--- src/rtl/tlc_pkg.sv ---
// Shared definitions for the traffic light controller slice: arbiter state
// encoding, default timer width and the light/pedestrian codes.
package tlc_pkg;

  typedef enum logic [1:0] {
    ST_IDLE = 2'b00,
    ST_LOAD = 2'b01,
    ST_RUN  = 2'b10,
    ST_DONE = 2'b11
  } arb_state_e;

  localparam int TIMER_W = 4;

  localparam logic [1:0] LIGHT_RED    = 2'b00;
  localparam logic [1:0] LIGHT_YELLOW = 2'b01;
  localparam logic [1:0] LIGHT_GREEN  = 2'b10;

  localparam logic PED_DONT_WALK = 1'b0;
  localparam logic PED_WALK      = 1'b1;

endpackage

--- src/rtl/rr_pick.sv ---
// Combinational round-robin selector: first set req bit at or after ptr,
// wrapping modulo NREQ.
module rr_pick
  import tlc_pkg::*;
#(
  parameter int NREQ = 3,
  parameter int PW   = (NREQ > 1) ? $clog2(NREQ) : 1
) (
  input  logic [NREQ-1:0] req,
  input  logic [PW-1:0]   ptr,
  output logic [NREQ-1:0] pick,
  output logic [PW-1:0]   pick_idx,
  output logic            any
);

  int   idx_s;
  logic hit_s;

  // Scan every offset from ptr; the first hit masks all later candidates.
  always_comb begin
    pick     = {NREQ{1'b0}};
    pick_idx = {PW{1'b0}};
    any      = 1'b0;
    idx_s    = 0;
    hit_s    = 1'b0;
    for (int k = 0; k < NREQ; k++) begin
      idx_s    = (int'(ptr) + k >= NREQ) ? int'(ptr) + k - NREQ : int'(ptr) + k;
      hit_s    = req[idx_s] & ~any;
      pick[idx_s] = pick[idx_s] | hit_s;
      pick_idx = hit_s ? PW'(idx_s) : pick_idx;
      any      = any | hit_s;
    end
  end

endmodule

--- src/rtl/timer_share_arbiter.sv ---
// Shares one load/enable down-counter among NREQ requesters: round-robin
// grant, load, run to zero, then a one-cycle done pulse to the owner.
module timer_share_arbiter
  import tlc_pkg::*;
#(
  parameter int NREQ = 3,
  parameter int W    = TIMER_W
) (
  input  logic            clk,
  input  logic            rst,
  input  logic [NREQ-1:0] req,
  input  logic [NREQ*W-1:0] req_init,
  output logic [NREQ-1:0] gnt,
  output logic [NREQ-1:0] done,
  output logic            busy,
  output logic            timer_en,
  output logic            timer_load,
  output logic [W-1:0]    timer_init,
  input  logic [W-1:0]    timer_out
);

  localparam int PW = (NREQ > 1) ? $clog2(NREQ) : 1;

  arb_state_e      state_r, state_s;
  logic [NREQ-1:0] gnt_r, gnt_s;
  logic [W-1:0]    init_r, init_s;
  logic [PW-1:0]   ptr_r, ptr_s;

  logic [NREQ-1:0] pick_s;
  logic [PW-1:0]   pick_idx_s;
  logic            any_s;
  logic            owner_req_s;

  rr_pick #(.NREQ(NREQ), .PW(PW)) u_rr_pick (
    .req      (req),
    .ptr      (ptr_r),
    .pick     (pick_s),
    .pick_idx (pick_idx_s),
    .any      (any_s)
  );

  assign owner_req_s = |(req & gnt_r);

  // State, grant, latched interval and round-robin pointer registers.
  always_ff @(posedge clk or posedge rst) begin
    if (rst) begin
      state_r <= ST_IDLE;
      gnt_r   <= {NREQ{1'b0}};
      init_r  <= {W{1'b0}};
      ptr_r   <= {PW{1'b0}};
    end else begin
      state_r <= state_s;
      gnt_r   <= gnt_s;
      init_r  <= init_s;
      ptr_r   <= ptr_s;
    end
  end

  // Next-state logic; a dropped owner request cancels silently.
  always_comb begin
    state_s = state_r;
    gnt_s   = gnt_r;
    init_s  = init_r;
    ptr_s   = ptr_r;
    case (state_r)
      ST_IDLE: begin
        if (any_s) begin
          state_s = ST_LOAD;
          gnt_s   = pick_s;
          init_s  = req_init[int'(pick_idx_s)*W +: W];
          ptr_s   = (int'(pick_idx_s) == NREQ - 1) ? {PW{1'b0}} : pick_idx_s + PW'(32'd1);
        end else begin
          state_s = ST_IDLE;
        end
      end
      ST_LOAD: begin
        if (owner_req_s) begin
          state_s = ST_RUN;
        end else begin
          state_s = ST_IDLE;
          gnt_s   = {NREQ{1'b0}};
        end
      end
      ST_RUN: begin
        if (!owner_req_s) begin
          state_s = ST_IDLE;
          gnt_s   = {NREQ{1'b0}};
        end else if (timer_out == {W{1'b0}}) begin
          state_s = ST_DONE;
        end else begin
          state_s = ST_RUN;
        end
      end
      ST_DONE: begin
        state_s = ST_IDLE;
        gnt_s   = {NREQ{1'b0}};
      end
      default: begin
        state_s = ST_IDLE;
        gnt_s   = {NREQ{1'b0}};
      end
    endcase
  end

  // Output decode from registered state; timer_en also guards underflow.
  always_comb begin
    gnt        = gnt_r;
    timer_init = init_r;
    busy       = (state_r != ST_IDLE);
    timer_load = (state_r == ST_LOAD);
    if (state_r == ST_RUN) begin
      timer_en = (timer_out != {W{1'b0}});
    end else begin
      timer_en = 1'b0;
    end
    if (state_r == ST_DONE) begin
      done = gnt_r;
    end else begin
      done = {NREQ{1'b0}};
    end
  end

endmodule

--- config.mk ---
export PLATFORM = sky130hd
export DESIGN_NAME = timer_share_arbiter
export DESIGN_NICKNAME = d
export VERILOG_FILES = /design/src/rtl/tlc_pkg.sv /design/src/rtl/rr_pick.sv /design/src/rtl/timer_share_arbiter.sv
export SDC_FILE = /design/constraint.sdc
export NUM_CORES = 1
export LEC_CHECK = 0
export CAP_MARGIN = 20
export CORE_MARGIN = 1
export CORE_UTILIZATION = 49
export CTS_BUF_LIST = sky130_fd_sc_hd__clkbuf_8 sky130_fd_sc_hd__clkbuf_16
export DETAILED_ROUTE_END_ITERATION = 16
export HOLD_SLACK_MARGIN = 0.08
export PLACE_DENSITY_LB_ADDON = 0.2
export SETUP_SLACK_MARGIN = 0.05
export SLEW_MARGIN = 40
export SYNTH_ARGS = -nofsm -noshare
export SYNTH_HDL_FRONTEND = slang
export SYNTH_SLANG_ARGS = --single-unit
--- constraint.sdc ---
create_clock -name clk -period 4.8 [get_ports clk]
set_input_delay 0.72 -clock clk [delete_from_list [all_inputs] [get_ports clk]]
set_output_delay 0.72 -clock clk [all_outputs]
set_load 0.02 [all_outputs]
==> summary by stage <==
Run status
The flow ran to the end, and the final reports show no timing, DRC or antenna violations.

STA
The worst clock skew is ~0.00066 ns. The worst-margin pin slew is approximately 0.47 ns. The number of setup violations in the final report is 0.

The final critical path takes up around 59% of the cycle. For this run, the top clock speed supported by timing is roughly 0.35 GHz. After layout, the minimum clock period comes to 2.82 ns. Setup repair after global routing left no endpoint under its margin. After routing, the total negative slack on setup checks comes to 0 ns. The final number of hold-violating endpoints was 0. The final-report max-slew violation count is 0.

The remaining max-slew budget at the tightest pin is between 60 and 70%.

Logic synthesis
Summing the sequential cell areas from Yosys gives 27.2% of the chip area. For this run, the leading register cell type out of synthesis is dfrtp_1. The area share of fa/ha/maj cells after synthesis is 9.90%. A synthesized cell averages just over 8 sq um. Summing every instance area after synthesis gives 1010 sq um. The synthesis warning total is 0.

Ranked by total cell area, the synthesized netlist is headed by dfrtp_1 (27%), ha_1 (9.9%), inv_1 (5.2%). Summed over its instances, the top area cell type makes up a little over a quarter of the synthesized netlist area. The area share of xor/xnor cells in the synthesized design is 0%.

The share of synthesized area spent on multiplexers is 4.33%. dfrtp_1 takes more of the synthesized area than any other cell. For this run, asynchronously set or reset flops after synthesis account for between 90% and 100%. The synthesized netlist cell count is approximately 120. By area, the combinational part of the netlist is dominated by simple AND/OR/NAND/NOR gates. The count of flip-flops with a built-in enable after synthesis is 0. Summing the areas of all and, or, nand and nor instances in the mapped netlist gives 25.9% of the synthesized area.

In this run, synthesis produced a sequential element count of 11. The post-synthesis compound-gate area fraction is a little under a quarter. The number of nets in the synthesized netlist is approximately 150. The netlist uses 38 different library cells.

Place
The wire-length estimate of the detail-placed layout is 1760 microns. The number of buffers added on ports is 33. Routability-driven placement finished with a final weighted congestion of 0.793.

CTS
CTS placed an instance of clkbuf_8 at the clock tree root. The TritonCTS buffer count is 3. At the later pin of the worst-skew pair, clock insertion delay measures between 0.2 and 0.25 ns. The maximum count of clock buffers along a single path is 2.

TritonCTS built the clock tree. After clock tree synthesis, the clock-pin slew on the worst setup and hold paths is 0.06 ns. Buffers added to address setup during post-CTS repair amount to 0.

In this run, post-CTS hold repair placed 0 buffers. CTS built an H-tree with a depth of 1. Gates resized during post-CTS repair numbered 0. The number of sinks driven by the clock tree is 11.

Power and ir drop
The maximum VDD drop is ~430 uV. The ratio of total power to cell area is 643 nW/um^2. The overall power of the completed layout is between 0.8 and 0.9 mW. The standby leakage power is about 0.59 nW.

Floorplan
The I/O pin count is 34. The count of standard-cell rows is 16. The placeable core region is 1940 sq um. From bottom edge to top edge, the die measures 47.4 microns. The die covers roughly 2200 sq um.

The starting density of the core is approximately 52%. The die boundary width is 47.4 microns.

Hold path
Counting instances, the worst hold path has a depth of 2. The min-delay analysis places its worst path in the category reg2reg.

Worst setup path
The critical path endpoint category is an output pin. The critical path data arrival time is between 2 and 2.5 ns. Counting cells, the worst reg-to-reg path comes to 8. The family of cells with the greatest summed delay on the critical path is buffers and inverters. The critical path runs through a total of 4 cells.

The critical path ends at timer_en. The worst register-to-register path begins at ptr_r[0]. The cell with the most instances on the worst path is clkdlybuf4s50_1. The number of buffers and inverters on the critical path is 2.

The startpoint kind of the worst setup timing path is an input port. Tracing the worst setup path back leads to its startpoint at timer_out[1]. The critical path required time is between 4 and 5 ns. The largest fanout on the critical path is 2.

In this run the critical register-to-register path is captured at timer_init[3]. The signal on the critical path passes through clkdlybuf4s50_1 > nor4_1 > nor2b_1 > clkdlybuf4s50_1. The type of the worst setup path is in2out.

The setup slack on the worst flop-to-flop path is 2.64 ns. On the critical path, the stage with the largest delay is an instance of clkdlybuf4s50_1. The delay of the slowest cell on the worst path is 0.55 ns.

Routing
The count of vias placed by the detailed router is a little under 1000. For this block, the routed nets add up to between 2000 and 2500 microns of wire. The number of nets with antenna violations after routing is 0. The detailed-router iteration count before antenna repair is 4. The post-detailed-route via-to-cell ratio is ~5.4. The detail-routed net length per standard cell is 12.4 microns.

For this run, design rule violations remaining after detail routing come to 0. The number of DRC markers after the initial detailed-route iteration is 11.

Global routing
The all-layer global routing usage is a little under a quarter. The maximum number of pins on one net before global-route repair is 16. The via count of the first global-routing pass came to ~860.

The number of antenna violations at the first check in global routing was 0. The first global-routing pass estimated roughly 3600 microns of wire. The total congestion overflow after global routing is 0.

Finish
The share of layout cells above drive strength 1 is roughly 6.5%. The final net count is roughly 180. The leading cell type in the layout, fill and taps excluded is clkdlybuf4s50_1. The end-of-flow core utilization is between 70% and 80%.

The diode insertion count for antenna repair is 0. The layout overhead on the synthesized area is 36.8%. In the layout the commonest cells are clkdlybuf4s50_1 (33), inv_1 (15), nand2_1 (11), dfrtp_1 (11), nand3_1 (9).

Run
The number of maximum-capacitance violations is 0.
-- metal layers --
metal	track usage (%)	up-vias	wire, microns
li1	-	494	-
met1	28.6	461	958
met2	39.2	24	1210
met3	4.91	2	72
met4	6.86	0	8
met5	0	-	0
-- where the power goes --
part / switching [mW] / internal, mW
logic: 0.359 / 0.274
registers: 0.0236 / 0.134
clock network: 0.0399 / 0.0565
-- stage by stage --
stage / hold WS [ns] / cell area, sq um / cells / worst slack [ns]
after floorplan: 0.534 / 1010 / 122 / 2.86
after global placement: 0.502 / 1340 / 177 / 2.01
after detailed placement: 0.520 / 1340 / 177 / 1.98
after CTS: 0.532 / 1380 / 181 / 1.98
after global routing: 0.591 / 1380 / 181 / 1.91
final: 0.526 / 1380 / 181 / 1.98
-- worst min-delay path: cells and delay by family (launching register included) --
| family | cells | cell delay [ns] |
|---|---|---|
| flip-flops | 1 | 0.38 |
| AO/OA/AOI/OAI | 1 | 0.06 |
| AND/OR/NAND/NOR | 1 | 0.05 |
-- Yosys cell counts, drive strengths merged, types with 3 or more instances --
master / number
inv: 14
dfrtp: 11
nand2: 11
o21ai: 10
nand3: 9
ha: 8
nor2: 7
a31oi: 6
nor2b: 6
buf: 5
a2bb2oi: 4
and2: 4
mux2i: 4
a21oi: 3
o2bb2ai: 3
-- sequential cells by signal, indices dropped and copies added (netlist names) --
name / cells
state_r: 2
gnt: 3
timer_init: 4
ptr_r: 2
-- how the worst min path moves through the flow --
stage                         from       end  slack [ns]
after detailed placement    gnt[2]    gnt[2]        0.52
after floorplan           ptr_r[1]  ptr_r[1]        0.53
after CTS                   gnt[2]    gnt[2]        0.53
final                       gnt[0]    gnt[0]        0.53
after global routing        gnt[2]    gnt[2]        0.59
after global placement      gnt[2]    gnt[2]        0.50
-- logic make-up after synthesis --
| group | count (synthesis) |
|---|---|
| AOI/OAI and AO/OA | 34 |
| adders and majority gates | 8 |
| buffers and inverters | 19 |
| DFF | 11 |
| muxes | 4 |
| and+or+nand+nor | 46 |
-- final cells by class --
class                      count  area [sq um]
multi-input combinational     92           646
fill                         175           559
timing repair buffer          33           330
sequential                    11           275
inverter                      14          52.6
clock buffer                   3          41.3
tap                           27          33.8
clock inverter                 1          3.75
Note: power is estimated with default switching activity, not from simulation.
